### config.mk
export PLATFORM = sky130hd
export DESIGN_NAME = if_id_stage
export DESIGN_NICKNAME = d
export VERILOG_FILES = /design/src/rtl/riscv_pkg.sv /design/src/rtl/imm_gen.sv /design/src/rtl/if_id_stage.sv
export SDC_FILE = /design/constraint.sdc
export NUM_CORES = 1
export LEC_CHECK = 0
export ABC_AREA = 1
export CAP_MARGIN = 20
export CORE_AREA = 2 2 114 116
export CTS_CLUSTER_SIZE = 40
export DETAILED_ROUTE_END_ITERATION = 8
export DIE_AREA = 0 0 116 118
export PLACE_DENSITY = 0.92
export SLEW_MARGIN = 20
export SYNTH_ARGS = -nofsm -noshare
export SYNTH_HDL_FRONTEND = slang
export SYNTH_SLANG_ARGS = --single-unit
export TNS_END_PERCENT = 100
### constraint.sdc
create_clock -name clk -period 1.95 [get_ports clk]
set_input_delay 0.39 -clock clk [delete_from_list [all_inputs] [get_ports clk]]
set_output_delay 0.39 -clock clk [all_outputs]
set_load 0.1 [all_outputs]
### src/rtl/riscv_pkg.sv
// Shared RV32I definitions: base opcodes, the bubble encoding and immediate formats.
// Used by the IF/ID stage and by the later execute stage.
package riscv_pkg;

    localparam logic [6:0] OP_IMM   = 7'b0010011;
    localparam logic [6:0] LOAD     = 7'b0000011;
    localparam logic [6:0] JALR     = 7'b1100111;
    localparam logic [6:0] STORE    = 7'b0100011;
    localparam logic [6:0] BRANCH   = 7'b1100011;
    localparam logic [6:0] LUI      = 7'b0110111;
    localparam logic [6:0] AUIPC    = 7'b0010111;
    localparam logic [6:0] JAL      = 7'b1101111;
    localparam logic [6:0] OP       = 7'b0110011;
    localparam logic [6:0] SYSTEM   = 7'b1110011;
    localparam logic [6:0] MISC_MEM = 7'b0001111;

    localparam logic [31:0] NOP_INSTR = 32'h0000_0013;  // addi x0,x0,0

    typedef enum logic [2:0] {
        IMM_NONE,
        IMM_I,
        IMM_S,
        IMM_B,
        IMM_U,
        IMM_J
    } imm_fmt_e;

    function automatic imm_fmt_e imm_fmt(input logic [6:0] opc);
        case (opc)
            OP_IMM, LOAD, JALR: return IMM_I;
            STORE:              return IMM_S;
            BRANCH:             return IMM_B;
            LUI, AUIPC:         return IMM_U;
            JAL:                return IMM_J;
            default:            return IMM_NONE;
        endcase
    endfunction

    function automatic logic is_rv32i_op(input logic [6:0] opc);
        case (opc)
            OP_IMM, LOAD, JALR, STORE, BRANCH, LUI, AUIPC,
            JAL, OP, SYSTEM, MISC_MEM: return 1'b1;
            default:                   return 1'b0;
        endcase
    endfunction

endpackage

### src/rtl/imm_gen.sv
// Combinational RV32I immediate generator: selects the format from the opcode and
// returns the sign-extended immediate (0 for formats without one).
module imm_gen
    import riscv_pkg::*;
(
    input  logic [31:0] instr,
    output logic [31:0] imm
);

    imm_fmt_e fmt;

    // NOTE: every always_comb output gets a default first so no path infers a latch.
    always_comb begin
        fmt = imm_fmt(instr[6:0]);
        imm = '0;
        case (fmt)
            IMM_I:   imm = {{20{instr[31]}}, instr[31:20]};
            IMM_S:   imm = {{20{instr[31]}}, instr[31:25], instr[11:7]};
            IMM_B:   imm = {{19{instr[31]}}, instr[31], instr[7], instr[30:25],
                            instr[11:8], 1'b0};
            IMM_U:   imm = {instr[31:12], 12'b0};
            IMM_J:   imm = {{11{instr[31]}}, instr[31], instr[19:12], instr[20],
                            instr[30:21], 1'b0};
            default: imm = '0;
        endcase
    end

endmodule

### src/rtl/if_id_stage.sv
// IF/ID pipeline register with RV32I field decode; flush > stall > load.
// Optional stall/flush performance counters are built when IF_ID_PERF_CNT_EN is defined.
module if_id_stage #(
    parameter int          word_size = 32,
    parameter logic [31:0] NOP_INSTR = 32'h0000_0013
) (
    input  logic                 clk,
    input  logic                 rst,
    input  logic [word_size-1:0] instruction,
    input  logic [word_size-1:0] pc_plus4_in,
    input  logic                 stall,
    input  logic                 flush,
    output logic [word_size-1:0] instr_out,
    output logic [word_size-1:0] pc_plus4_out,
    output logic [word_size-1:0] pc_out,
    output logic                 valid,
    output logic [6:0]           opcode,
    output logic [4:0]           rd,
    output logic [2:0]           funct3,
    output logic [4:0]           rs1,
    output logic [4:0]           rs2,
    output logic [6:0]           funct7,
    output logic [word_size-1:0] imm,
    output logic                 illegal,
    output logic [31:0]          stall_cnt,
    output logic [31:0]          flush_cnt
);

    import riscv_pkg::*;

    logic load;
    assign load = ~stall | flush;

    // NOTE: sequential state uses non-blocking assignments so every flop samples pre-edge values.
    always_ff @(posedge clk or negedge rst) begin
        if (!rst) begin
            instr_out    <= NOP_INSTR;
            pc_plus4_out <= '0;
            valid        <= 1'b0;
        end else if (load) begin
            instr_out    <= flush ? NOP_INSTR : instruction;
            pc_plus4_out <= pc_plus4_in;
            valid        <= ~flush;
        end
    end

    assign pc_out = pc_plus4_out - word_size'(4);

    assign opcode = instr_out[6:0];
    assign rd     = instr_out[11:7];
    assign funct3 = instr_out[14:12];
    assign rs1    = instr_out[19:15];
    assign rs2    = instr_out[24:20];
    assign funct7 = instr_out[31:25];

    imm_gen u_imm_gen (
        .instr (instr_out),
        .imm   (imm)
    );

    assign illegal = valid & ~is_rv32i_op(opcode);

`ifdef IF_ID_PERF_CNT_EN
    logic [31:0] stall_q;
    logic [31:0] flush_q;

    // Both counters saturate instead of wrapping so long runs never read as short ones.
    always_ff @(posedge clk or negedge rst) begin
        if (!rst) begin
            stall_q <= '0;
            flush_q <= '0;
        end else begin
            if (flush && (flush_q != '1))
                flush_q <= flush_q + 32'd1;
            if (stall && !flush && (stall_q != '1))
                stall_q <= stall_q + 32'd1;
        end
    end

    assign stall_cnt = stall_q;
    assign flush_cnt = flush_q;
`else
    assign stall_cnt = '0;
    assign flush_cnt = '0;
`endif

endmodule

-- After elaboration in Yosys (flattened, before gate mapping)
Index checks and enable logic that the tools add are counted.
- mux-type cells: 4
- order comparisons: 0
- reductions and logical operators: 3
- add/sub/neg operators: 1
- equality and inequality tests: 16
- shifts and indexed selects: 0
- div/mod/pow operators: 0
- multiply operators: 0
- bitwise logic cells: 5
- operators with widths (cell ; count):
    $pmux 32 s5 ; 1
    $mux 32 ; 1
    $sub 32x3->32 const B ; 1
    $eq 7x7->1 const B ; 4
    $eq 7x6->1 const B ; 3
    $pmux 3 s5 ; 1
    $eq 7x5->1 const B ; 2
    $reduce_or 11->1 ; 1
    $eq 7x2->1 const B ; 1
    $eq 7x4->1 const B ; 1
    $eq 3x2->1 const B ; 2
    $eq 3x3->1 const B ; 2
    $eq 3x1->1 const B ; 1
    $not 1->1 ; 3
    $reduce_or 3->1 ; 1
    $reduce_or 2->1 ; 1
    $and 1x1->1 ; 1
    $mux 1 ; 1
    $or 1x1->1 ; 1
- bits in writable memories: 0
- logic and storage cells: 32
- output and inout port bits: 226
- latch bits: 0
- memories kept: 0
- flip-flop bits (word level): 65
- memory bits (read-only): 0
- input bits: 68

-- Depth between registers and ports, before layout
- depth after elaboration: 5
- mapped depth: 8
- depth with buffers taken out: 8

-- Hierarchy
A second synthesis with hierarchy kept.
- cells, all modules: 656
- area, all modules: 4798.4 um^2
- by module, submodules not included (module ; area an instance (um^2) ; cells each ; instances ; seq. area each (um^2)):
    if_id_stage ; 4058.9 ; 494 ; 1 ; 1630.3
    imm_gen ; 739.5 ; 162 ; 1 ; 0.0

-- Worst setup path after synthesis
OpenSTA, ideal clock, no wires.
- kind: flip-flop to output port
- from: register pc_plus4_out[2]
- to: output port pc_out[14]
- data arrival time: 3815 ps
- setup slack: -2255 ps
- cell stages (with the launch flop): 7
- buffers on the path: 0
- data required time: 1560 ps
- cells stage by stage: dfrtp_1 inv_1 ha_1 nand2_1 inv_1 nand2_1 xor2_1
- word-level cells in the longest chain between the ends: 1
- ends and longest elaborated chain (element ; RTL line ; text):
    start, declared ; if_id_stage.sv:14 ; output logic [word_size-1:0] pc_plus4_out,
    start signal, assigned ; if_id_stage.sv:42 ; pc_plus4_out <= pc_plus4_in;
    $sub 32x3->32 ; if_id_stage.sv:47 ; assign pc_out = pc_plus4_out - word_size'(4);
    end, declared ; if_id_stage.sv:15 ; output logic [word_size-1:0] pc_out,
Every way passes these cells.

-- Final worst setup path
- from: register instr_out[4]
- to: output port imm[13]
- word-level cells in the longest chain between the ends: 5
- elaborated cells on any way between the ends: 17
- those cells by class: eq/ne: 13; mux: 2; reduce/logical: 2
- ends and longest elaborated chain (element ; RTL line ; text):
    start, declared ; if_id_stage.sv:13 ; output logic [word_size-1:0] instr_out,
    start signal, assigned ; if_id_stage.sv:41 ; instr_out <= flush ? NOP_INSTR : instruction;
    $eq 7x5->1, or another cell as far along ; riscv_pkg.sv:29 ; case (opc)
    $reduce_or 3->1 / $reduce_or 2->1 (equally long branches) ; riscv_pkg.sv:29 ;
    $pmux 3 s5 (*) ; riscv_pkg.sv:29 ;
    $eq 3x3->1, or another cell as far along ; imm_gen.sv:16 ; case (fmt)
    $pmux 32 s5 (*) ; imm_gen.sv:16 ;
    end, declared ; if_id_stage.sv:23 ; output logic [word_size-1:0] imm,
Every way passes the cells marked *; elsewhere a longest branch is shown, timed or not.

==> summary.md <==
| Metric | Value |
|---|---|
| Row cnt | `41` |
| CTS clk-pin slew, worst paths | `0.07 ns` |
| Starting Density | `36.20%` |
| Failing checks | `negative setup slack` |
| Area grow syn2layout | `137.6%` |
| Power Density | `748.7 nW/µm²` |
| Fin. max-slew vios | `0` |
| Async set or reset register ratio after synthesis | `100.0%` |
| TritonCTS buffer count | `9` |
| Share of cells above drive strength 1 | `54.80%` |
| Most frequent cells in the layout | `151 x buf_12, 97 x nand2_1, 83 x buf_4` |
| Cell count after placement | `1034` |
| Post-synth EDFFs | `0` |
| Post-Layout Cell Count | `1088` |
| Max Fclk | `399.9 MHz` |
| I/O Buffers | `229` |
| Mapped Cells | `617` |
| RSZ-0062 raised after global routing | `true` |
| Vias after detailed routing | `5925` |
| Design Power | `7.995 mW` |
| Gr usage total | `35.62%` |
| Final Skew | `0 ns` |
| Synthesized cell area | `4494 µm²` |
| Max incr delay on CP | `0.65 ns` |
| Core outline area | `12410 µm²` |
| DRC viols | `0` |
| RePlAce Congestion | `0.9223` |
| Clk sinks | `65` |
| Vias in the first global route | `6124` |
| Crit path max fanout | `6` |
| Cell chain of the critical path | `inv_4 > nand2_4 > nor2_4 > nand2_4 > nand2_8 > o21ai_4 > buf_12 > nand2_8 > buf_12` |
| Initial antenna violation count | `0` |
| Fin crit share | `128.2%` |
| Die ar. | `13690 µm²` |
| Post-DP HPWL | `15900 µm` |
| CTS tree | `built` |
| Drt initial violations | `573` |
| WP data arrival | `2.11 ns` |
| Total Wirelength | `27160 µm` |
| Crit Path Class | `reg2out` |
| CTS Buffer Depth | `2` |
| VDD IR max | `0.7021 mV` |
| Yosys warning count | `0` |
| Syn_area_per_cell | `7.284 µm²` |
| Status | `finished with violations` |
| Cell family with most CP delay | `flip-flops` |
| Drt wl/cell | `24.96 µm` |
| Critical Path Source Type | `flip-flop` |
| Die Ht | `118 µm` |
| Nets | `980` |
| Critical path required time | `1.56 ns` |
| Critical Path End Type | `primary output` |
| CP bufs+invs | `3` |
| Most common cell after layout, fill and taps aside | `buf_12` |
| Max_cap viols | `0` |
| Layout Utilization | `86.01%` |
| Fin worst setup slack | `-0.5509 ns` |
| CTS HTree Levels | `3` |
| Largest net degree at the start of global routing | `66` |
| Count of different cell masters after synthesis | `25` |
| GR Overflow Total | `0` |
| Drt via density | `5.446` |
| Clk_lat worst skew | `0.35 ns` |
| Leakage | `4.805 nW` |
| Worst hold path type | `in2async` |
| Root Driver | `clkbuf_16` |
| Register area share after synthesis | `36.28%` |
| Die W | `116 µm` |
| Final min period | `2.501 ns` |
| Critical-path top delay cell | `dfstp_4` |
| DRT antenna net count | `0` |
| Diode count | `0` |
| Final Hold Fails | `0` |
| Register bit total from synthesis | `65` |
| Setup Viol. Count Final | `61` |
| Io pins | `294` |
| Dominant synthesized flop cell | `dfrtp_1` |
| Hold_buf cts | `0` |
| First-pass GRT wire length | `36510 µm` |
| Pre-Repair DR Iteration Count | `8` |
[where the power goes]
group | total, mW | switching (mW) | internal [mW]
clock network | 1.68 | 0.693 | 0.987
registers | 1.67 | 0.213 | 1.46
logic | 4.65 | 3.23 | 1.42
total | 7.99 | 4.14 | 3.86
[cell families (layout without fill, tap and decap cells)]
kind of cell	count (synthesis)	count (layout)	synth area share [%]
and+or+nand+nor	278	280	26.09
buffers and inverters	174	408	23.27
AOI/OAI and AO/OA	81	81	10.69
DFF	65	65	36.28
xor gates and xnor gates	17	17	3.313
adders and majority gates	1	1	0.2784
other	1	64	0.08344
[final cells by class]
type,count,area (µm²)
multi-input cells,443,3523
clock inverters,7,71.32
well taps,172,215.2
fillers,522,1737
clock buffers,9,225.2
inverters,58,270.3
repair buffers,334,4697
flip-flops and latches,65,1675
[path summary, 6_finish.rpt]
kind / start / to / cells past startpoint / slack (ns)
max: instr_out[4] / imm[13] / 9 / -0.55
min: rst / pc_plus4_out[22] / 2 / 0.03
max reg2reg: pc_plus4_out[12] / pc_plus4_out[12] / 4 / 0.70
min reg2reg: pc_plus4_out[0] / pc_plus4_out[0] / 2 / 0.52
max in group asynchronous: rst / pc_plus4_out[2] / 2 / 1.54
min in group clk: pc_plus4_out[0] / pc_plus4_out[0] / 2 / 0.52
[worst reg2reg max path: stages (launching register included)]
cell,delay (ns)
dfrtp_2,0.45
buf_4,0.15
buf_4,0.14
inv_1,0.19
o21ai_0,0.17
[flip-flops by register name, summed over array words and instances (netlist names)]
| name | cells |
|---|---|
| instr_out | 32 |
| pc_plus4_out | 32 |
| valid | 1 |
[Yosys cell counts (3+ instances only)]
| master | instances | share of area [%] |
|---|---|---|
| nand4_1 | 20 | 2.8 |
| inv_2 | 3 | 0.25 |
| o21ai_2 | 4 | 0.78 |
| nor2_4 | 4 | 1.0 |
| o21ai_1 | 10 | 1.1 |
| o21ai_0 | 42 | 4.7 |
| nand2_1 | 163 | 14 |
| inv_1 | 55 | 4.6 |
| a21oi_1 | 9 | 1.0 |
| a22o_1 | 14 | 2.7 |
| nand3_1 | 17 | 1.9 |
| xor2_1 | 17 | 3.3 |
| nor2_1 | 67 | 5.6 |
| buf_2 | 5 | 0.56 |
| clkbuf_1 | 10 | 0.84 |
| nand2_2 | 4 | 0.56 |
| dfrtp_1 | 62 | 35 |
| dfstp_2 | 3 | 1.8 |
| buf_4 | 99 | 17 |
[repair_timing]
item                       CTS  global route
pin swaps                   70            50
gates resized for setup    151            80
setup buffers               30            13
cloned                       2             2
setup endpoints to repair   60            61
[layer usage]
layer	vias to the layer above	wire [µm]	global-route usage, %
met2	504	13960	61.84
met3	183	2603	10.81
li1	2371	-	-
met4	0	2214	24.11
met1	2867	8385	35.95
met5	-	0	0
[stage by stage]
| stage | setup slack [ns] | setup TNS (ns) | area, µm² | hold slack, ns |
|---|---|---|---|---|
| 2_1_floorplan | -0.8686 | -39.50 | 5590 | 0.09441 |
| 3_3_place_gp | -0.1715 | -1.506 | 9210 | 0.4402 |
| 3_5_place_dp | -0.1963 | -4.393 | 9210 | 0.4424 |
| 4_1_cts | -0.4835 | -22.74 | 10300 | 0.06944 |
| 5_1_grt | -0.5904 | -29.89 | 10680 | 0.06873 |
| 6_report | -0.5509 | -27.55 | 10680 | 0.03199 |
Note: power is estimated with default switching activity, not from simulation.
